`src/rtl/mac4_col.sv`:
```
// mac4_col: four-lane multiply-accumulate column stage.
// Accepts four unsigned samples per column. Each sample is multiplied by one
// coefficient slice C[*][k], and the product is accumulated per lane. The
// finished column is then presented on MU1..MU4 with a one-cycle web pulse.
module mac4_col #(
   parameter int DW = 8,
   parameter int CW = 7,
   parameter int RW = DW + CW + 2
) (
   input  logic            clk,
   input  logic            rst,
   input  logic            in_valid,
   output logic            in_ready,
   input  logic [DW-1:0]   in_data,
   output logic [1:0]      coef_k,
   input  logic [4*CW-1:0] coef_data,
   input  logic            wb_busy,
   output logic            web,
   output logic [RW-1:0]   MU1,
   output logic [RW-1:0]   MU2,
   output logic [RW-1:0]   MU3,
   output logic [RW-1:0]   MU4,
   output logic            frame_done
);

   typedef enum logic [1:0] {S_IDLE, S_ACC, S_OUT} state_t;

   state_t        state_q, state_d;
   logic [1:0]    k_q, k_d;
   logic [1:0]    col_q, col_d;
   logic [RW-1:0] acc_q [4];
   logic [RW-1:0] acc_d [4];
   logic [RW-1:0] mu_q  [4];
   logic [RW-1:0] mu_d  [4];
   logic          web_q, web_d;
   logic          fd_q, fd_d;
   logic          accept;

   // Unsigned product zero-extended to the result width. The four-term sum
   // cannot exceed 4*255*127, so no saturation is needed.
   function automatic logic [RW-1:0] lane_prod(input logic [DW-1:0] x,
                                                input logic [CW-1:0] c);
      logic [DW+CW-1:0] p;
      p = {{CW{1'b0}}, x} * {{DW{1'b0}}, c};
      return {{(RW-DW-CW){1'b0}}, p};
   endfunction

   assign in_ready   = (state_q != S_OUT);
   assign coef_k     = (state_q == S_IDLE) ? 2'd0 : k_q;
   assign accept     = in_valid & in_ready;
   assign web        = web_q;
   assign frame_done = fd_q;
   assign MU1        = mu_q[0];
   assign MU2        = mu_q[1];
   assign MU3        = mu_q[2];
   assign MU4        = mu_q[3];

   // Next-state logic: accumulate in IDLE/ACC, emit the column from OUT.
   always_comb begin
      state_d = state_q;
      k_d     = k_q;
      col_d   = col_q;
      web_d   = 1'b0;
      fd_d    = 1'b0;
      for (int i = 0; i < 4; i++) begin
         acc_d[i] = acc_q[i];
         mu_d[i]  = mu_q[i];
      end
      case (state_q)
         S_IDLE: begin
            if (accept) begin
               for (int i = 0; i < 4; i++)
                  acc_d[i] = lane_prod(in_data, coef_data[CW*i +: CW]);
               k_d     = 2'd1;
               state_d = S_ACC;
            end
         end
         S_ACC: begin
            if (accept) begin
               for (int i = 0; i < 4; i++)
                  acc_d[i] = acc_q[i] + lane_prod(in_data, coef_data[CW*i +: CW]);
               k_d = k_q + 2'd1;
               if (k_q == 2'd3)
                  state_d = S_OUT;
            end
         end
         S_OUT: begin
            if (!wb_busy) begin
               for (int i = 0; i < 4; i++)
                  mu_d[i] = acc_q[i];
               web_d   = 1'b1;
               fd_d    = (col_q == 2'd3);
               col_d   = col_q + 2'd1;
               k_d     = 2'd0;
               state_d = S_IDLE;
            end
         end
         default: begin
            state_d = S_IDLE;
            k_d     = 2'd0;
         end
      endcase
   end

   // State registers; reset also clears the datapath so no partial column survives.
   always_ff @(posedge clk) begin
      if (rst) begin
         state_q <= S_IDLE;
         k_q     <= 2'd0;
         col_q   <= 2'd0;
         web_q   <= 1'b0;
         fd_q    <= 1'b0;
         for (int i = 0; i < 4; i++) begin
            acc_q[i] <= '0;
            mu_q[i]  <= '0;
         end
      end else begin
         state_q <= state_d;
         k_q     <= k_d;
         col_q   <= col_d;
         web_q   <= web_d;
         fd_q    <= fd_d;
         for (int i = 0; i < 4; i++) begin
            acc_q[i] <= acc_d[i];
            mu_q[i]  <= mu_d[i];
         end
      end
   end

endmodule
```
`config.mk`:
```
export PLATFORM = sky130hd
export DESIGN_NAME = mac4_col
export DESIGN_NICKNAME = d
export VERILOG_FILES = /design/src/rtl/mac4_col.sv
export SDC_FILE = /design/constraint.sdc
export NUM_CORES = 1
export LEC_CHECK = 0
export BUFFER_PORTS_ARGS = -buffer_cell sky130_fd_sc_hd__buf_2
export CAP_MARGIN = 5
export CORE_ASPECT_RATIO = 1.4
export CORE_MARGIN = 1.5
export CORE_UTILIZATION = 50
export DETAILED_ROUTE_END_ITERATION = 12
export PLACE_DENSITY = 0.68
export REMOVE_ABC_BUFFERS = 1
export SLEW_MARGIN = 20
export SYNTH_ARGS = -nofsm -noshare
export SYNTH_HDL_FRONTEND = slang
export SYNTH_SLANG_ARGS = --single-unit
```
`constraint.sdc`:
```
create_clock -name clk -period 17.1 [get_ports clk]
set_input_delay 2.565 -clock clk [delete_from_list [all_inputs] [get_ports clk]]
set_output_delay 2.565 -clock clk [all_outputs]
set_load 0.005 [all_outputs]
```
# [After elaboration in Yosys (flattened, before gate mapping)]
# Memory sizes are Yosys's and may differ from the RTL's.
# Index checks and enable logic that the tools add are counted.
[totals] ram_bits=136 out_inout_bits=73 input_bits=40 regBits=8 wordCells=68 memories=2
[classes] mul=4 n_bitwise=11 n_reduce_logical=6 n_mux=25 n_addsub=6 eq_ne=9
[memory_table] name="acc_q" depth=4 width=17 read_ports=4 rd_clocked_by_memory_dff=0 write_ports=4 line_no="31" text="logic [RW-1:0] acc_q [4];"
[memory_table] name="mu_q" depth=4 width=17 read_ports=4 rd_clocked_by_memory_dff=0 write_ports=4 line_no="33" text="logic [RW-1:0] mu_q [4];"
[ops] op="2-to-1 mux 68 bit" n=4
[ops] op="2-to-1 mux 17 bit" n=8
[ops] op="one-hot mux 68 bit (2 select lines)" n=1
[ops] op="adder 17 x 15 -> 17 bit" n=4
[ops] op="multiplier 8 x 7 -> 15 bit" n=4
[ops] op="2-to-1 mux 2 bit" n=6
[ops] op="one-hot mux 2 bit (3 select lines)" n=2
[ops] op="inequality test 2 bit (second input constant)" n=5
[ops] op="bitwise OR 1 bit" n=8
[ops] op="== test 2 bit (second input constant)" n=3
[ops] op="adder 2 x 1 -> 2 bit (second input constant)" n=2
[ops] op="2-to-1 mux 1 bit" n=4
[ops] op="AND reduction 4 bit" n=1
[ops] op="AND reduction 3 bit" n=1
[ops] op="OR reduction 3 bit" n=1
[ops] op="== test 2 x 1 -> 1 bit (second input constant)" n=1
[ops] op="logical NOT 2 bit" n=1
[ops] op="NOT 1 bit" n=2
[ops] op="AND reduction 2 bit" n=1
[ops] op="OR reduction 2 bit" n=1
[ops] op="bitwise AND 1 bit" n=1

# [Longest topological paths before layout]
[depth] depth_word=5 ltp_mapped=24 ltp_nobuf=23

# [Least setup slack after synthesis]
# No wires, ideal clock.
[synth_timing] path_type="input port to flip-flop" start="input port in_data[5]" end="memory acc_q[0][14] in the netlist's numbering" arrival_ns=7.664 path_buffers=1 setup_time_ns=0.115 setup_slack_ns=9.322 required_time_ns=16.985 path_stages=23 path_cell_list="clkbuf_1 and2_1 fa_1 inv_1 fa_1 inv_1 fa_1 inv_1 fa_1 inv_1 ha_1 nor2b_1 a311o_2 a221o_1 o31ai_4 xnor2_1 ha_1 a21o_1 a21o_1 o21ai_0 a211oi_1 o311a_1 o21a_1"
[synth_lines] item="from (decl)" line_no="14" text="input logic [DW-1:0] in_data,"
[synth_lines] item="to (decl)" line_no="31"

==> results_dict.tcl <==
set metrics [dict create \
    status "completed" \
    grt_max_degree 83 \
    htree_levels 4 \
    post-dp-hpwl_um 27800 \
    dp_slack_ps 8780 \
    synth_cells 1847 \
    hold_buffers 0 \
    wl_per_cell_um 16.2 \
    switching_power_mw 1.06 \
    fin_worst_skew_ps 11.4 \
    synth_top_family_by_area "adder cells" \
    synth_compound_area_frac 0.171 \
    dieWidth_um 151 \
    ys_types 61 \
    cts_tree "yes" \
    leakage_nw 7.84 \
    vias 13000 \
    highest_layer "met4" \
    first_iter_violations 499 \
    path_clk_slew_ps 60 \
    synth_flop_cell "dfxtp_1" \
    p_int_mw 1.27 \
    switching_share 0.455 \
    synth_edf_count 0 \
    r2r-start "state_q[1]$_SDFFE_PP0P_" \
    drt_wl_total_um 37600 \
    setup_tns_ps 0 \
    slew_headroom 0.285 \
    met1Wirelength_um 16000 \
    rr_worst_depth 6 \
    crit_path_end_kind "flop" \
    wl_met2_um 19200 \
    synth_fa_ha_area_frac 0.321 \
    hold_viol 0 \
    crit_chain "buf_2, and2_1, fa_1, inv_1, fa_1, inv_1, fa_1, inv_1, fa_1, inv_1, ha_1, nor2b_1, a311o_2, a221o_1, xor2_1, ha_1, nand2_1, nor2_1, a211oi_1, o31a_1, xnor2_1, o22ai_1, nor3_1" \
    synthDominantCellAreaShare 0.188 \
    yosys.area_share.simple 0.208 \
    insertion_delay_ps 440 \
    die_area_sq_mm 0.0318 \
    dr_wl_met3_um 1270 \
    crit_slowest_cell "fa_1" \
    grt_pass1_wl_um 61900 \
    core_area_sq_mm 0.0301 \
    crit_start "in_data[5]" \
    yosys.area.top_type "dfxtp_1" \
    antenna_found_initial 0 \
    ys_ff_latch 144 \
    crit_end "acc_q[0][12]$_SDFFE_PP0P_" \
    fin_nets 2278 \
    die_h_um 210 \
    layout_setup_ws_ps 9260 \
    route.detailed.drc 0 \
    grt_overflow_total 0 \
    r2r_end "acc_q[2][10]$_SDFFE_PP0P_" \
    ys_seq_area_frac 0.188 \
    pwr-share-clk 0.157 \
    r2r_slack_ps 13770 \
    ant_nets 0 \
    num_antenna_cells 0 \
    p_comb_frac 0.667 \
    crit_type "input port to flop" \
    viasPerCell 5.61 \
    cap_violations 0 \
    drive_gt1_frac 0.0876 \
    cts-root-buf "clkbuf_16" \
    cts.sinks 144 \
    routabilityCongestion 0.849 \
    power.share.sequential 0.177 \
    cts-resized-gates 0 \
    tightest_slew_ps 1070 \
    slew_viol_final 0 \
    ys_warn_count 0 \
    syn_area_sq_mm 0.0153 \
    syn_avg_cell_area_sq_um 8.31 \
    fmax_ghz 0.128 \
    areaGrowthSynthToFinish_pct 9.44 \
    critPathLaunchType "input port" \
    num_io_pins 113 \
    hold_class "flop to flop" \
    dr.pass1.iters 7 \
    synth_area_leaders "dfxtp_1 19%, ha_1 16%, fa_1 16%, and2_1 7.3%, nand2_1 6.1%" \
    cts.path.max_buffers 2 \
    io_buffers 112 \
    track_usage 0.246 \
    required_ps 17460 \
    peakVddDrop_v 0.0000704 \
    start_util 0.509 \
    muxShareOfSynthArea 0.0144 \
    rows 75 \
    cp_data_arrival_time_ps 8200 \
    synth-xor-area-share 0.0485 \
    stdcell_area_sq_mm 0.0168 \
    grt_pass1_vias 13000 \
    rsz0062_at_grt "no" \
    cts_setup_buffers 0 \
    synth-async-reset-ratio 0 \
    critPathMaxFanout 28 \
    critPathMaxStageDelay_ps 530 \
    min_period_ps 7840 \
    place_area_sq_mm 0.0162 \
    setup_violations 0 \
    min_period_over_period 0.458 \
    power.density_mw_per_mm2 139 \
    cts_buffers 17 \
]
## critical path: cells and delay by family
family / cells / cell delay [ps]
buf+inv: 5 / 490
compound gates: 5 / 1410
xor+xnor: 2 / 380
simple gates: 5 / 730
fa+ha+maj: 6 / 2630
## sequential cells by signal, summed over array words and instances, names as in the netlist
register / flops
frame_done: 1
state_q: 2
acc_q: 68
mu_q: 68
k_q: 2
col_q: 2
web: 1
## layer usage
layer | global-route usage | up-vias
met2 | 0.443 | 231
met5 | 0 | -
li1 | - | 6447
met1 | 0.289 | 6241
met4 | 0.103 | 0
met3 | 0.0307 | 74
## cells by family after synthesis
kind of cell	after synthesis
and+or+nand+nor	668
AOI/OAI and AO/OA	410
adders and majority gates	322
buffers and inverters	196
DFF	144
xor gates and xnor gates	85
muxes	22
## through the flow
step / hold slack (ps) / power [mW] / util / cells
after floorplan: 434 / 1.67 / - / 1774
after global placement: 439 / 1.92 / 0.538 / 2282
after detailed placement: 444 / 1.96 / 0.538 / 2282
after CTS: 452 / 2.34 / 0.557 / 2314
after global routing: 468 / 2.57 / 0.557 / 2314
final: 450 / 2.34 / 0.557 / 2314
## cells in the mapped netlist, types with 48 or more instances
cell / n
o21ai_0: 48
and2_1: 179
xnor2_1: 60
a21oi_1: 153
a211oi_1: 55
clkbuf_1: 61
ha_1: 202
nand2_1: 248
nor2_1: 129
dfxtp_1: 144
inv_1: 123
fa_1: 120
## cell type report
class,instances,area (sq um)
clock inverters,11,106
clock buffers,21,470
well taps,385,482
repair buffers,123,646
inverters,123,462
fillers,2804,13300
multi-input cells,1507,11700
flip-flops and latches,144,2880
## power by group through the flow
| stage | Combinational [mW] | Sequential [mW] | Clock [mW] |
|---|---|---|---|
| 2_1_floorplan | 1.26 | 0.410 | 0 |
| 3_3_place_gp | 1.50 | 0.419 | 0 |
| 3_5_place_dp | 1.54 | 0.420 | 0 |
| 4_1_cts | 1.56 | 0.413 | 0.375 |
| 5_1_grt | 1.76 | 0.419 | 0.388 |
| 6_report | 1.56 | 0.413 | 0.366 |
## worst min path at each step
stage                             from                      end  slack (ps)  cells after the start
6_report       mu_q[2][8]$_SDFFE_PP0P_  mu_q[2][8]$_SDFFE_PP0P_         450                      2
5_1_grt        mu_q[2][2]$_SDFFE_PP0P_  mu_q[2][2]$_SDFFE_PP0P_         470                      2
4_1_cts        mu_q[2][2]$_SDFFE_PP0P_  mu_q[2][2]$_SDFFE_PP0P_         450                      2
3_5_place_dp   mu_q[2][2]$_SDFFE_PP0P_  mu_q[2][2]$_SDFFE_PP0P_         440                      2
3_3_place_gp   mu_q[2][2]$_SDFFE_PP0P_  mu_q[2][2]$_SDFFE_PP0P_         440                      2
2_1_floorplan    col_q[1]$_SDFFE_PP0P_    col_q[1]$_SDFFE_PP0P_         430                      2
## placed cells by master (no fill, tap or decap), types with 55 or more instances in the layout
cell type	instances
a211oi_1	55
a21oi_1	153
and2_1	179
buf_2	111
dfxtp_1	143
fa_1	120
ha_1	202
inv_1	123
nand2_1	248
nor2_1	128
xnor2_1	60
No activity file was read; power rests on OpenSTA's default activity.
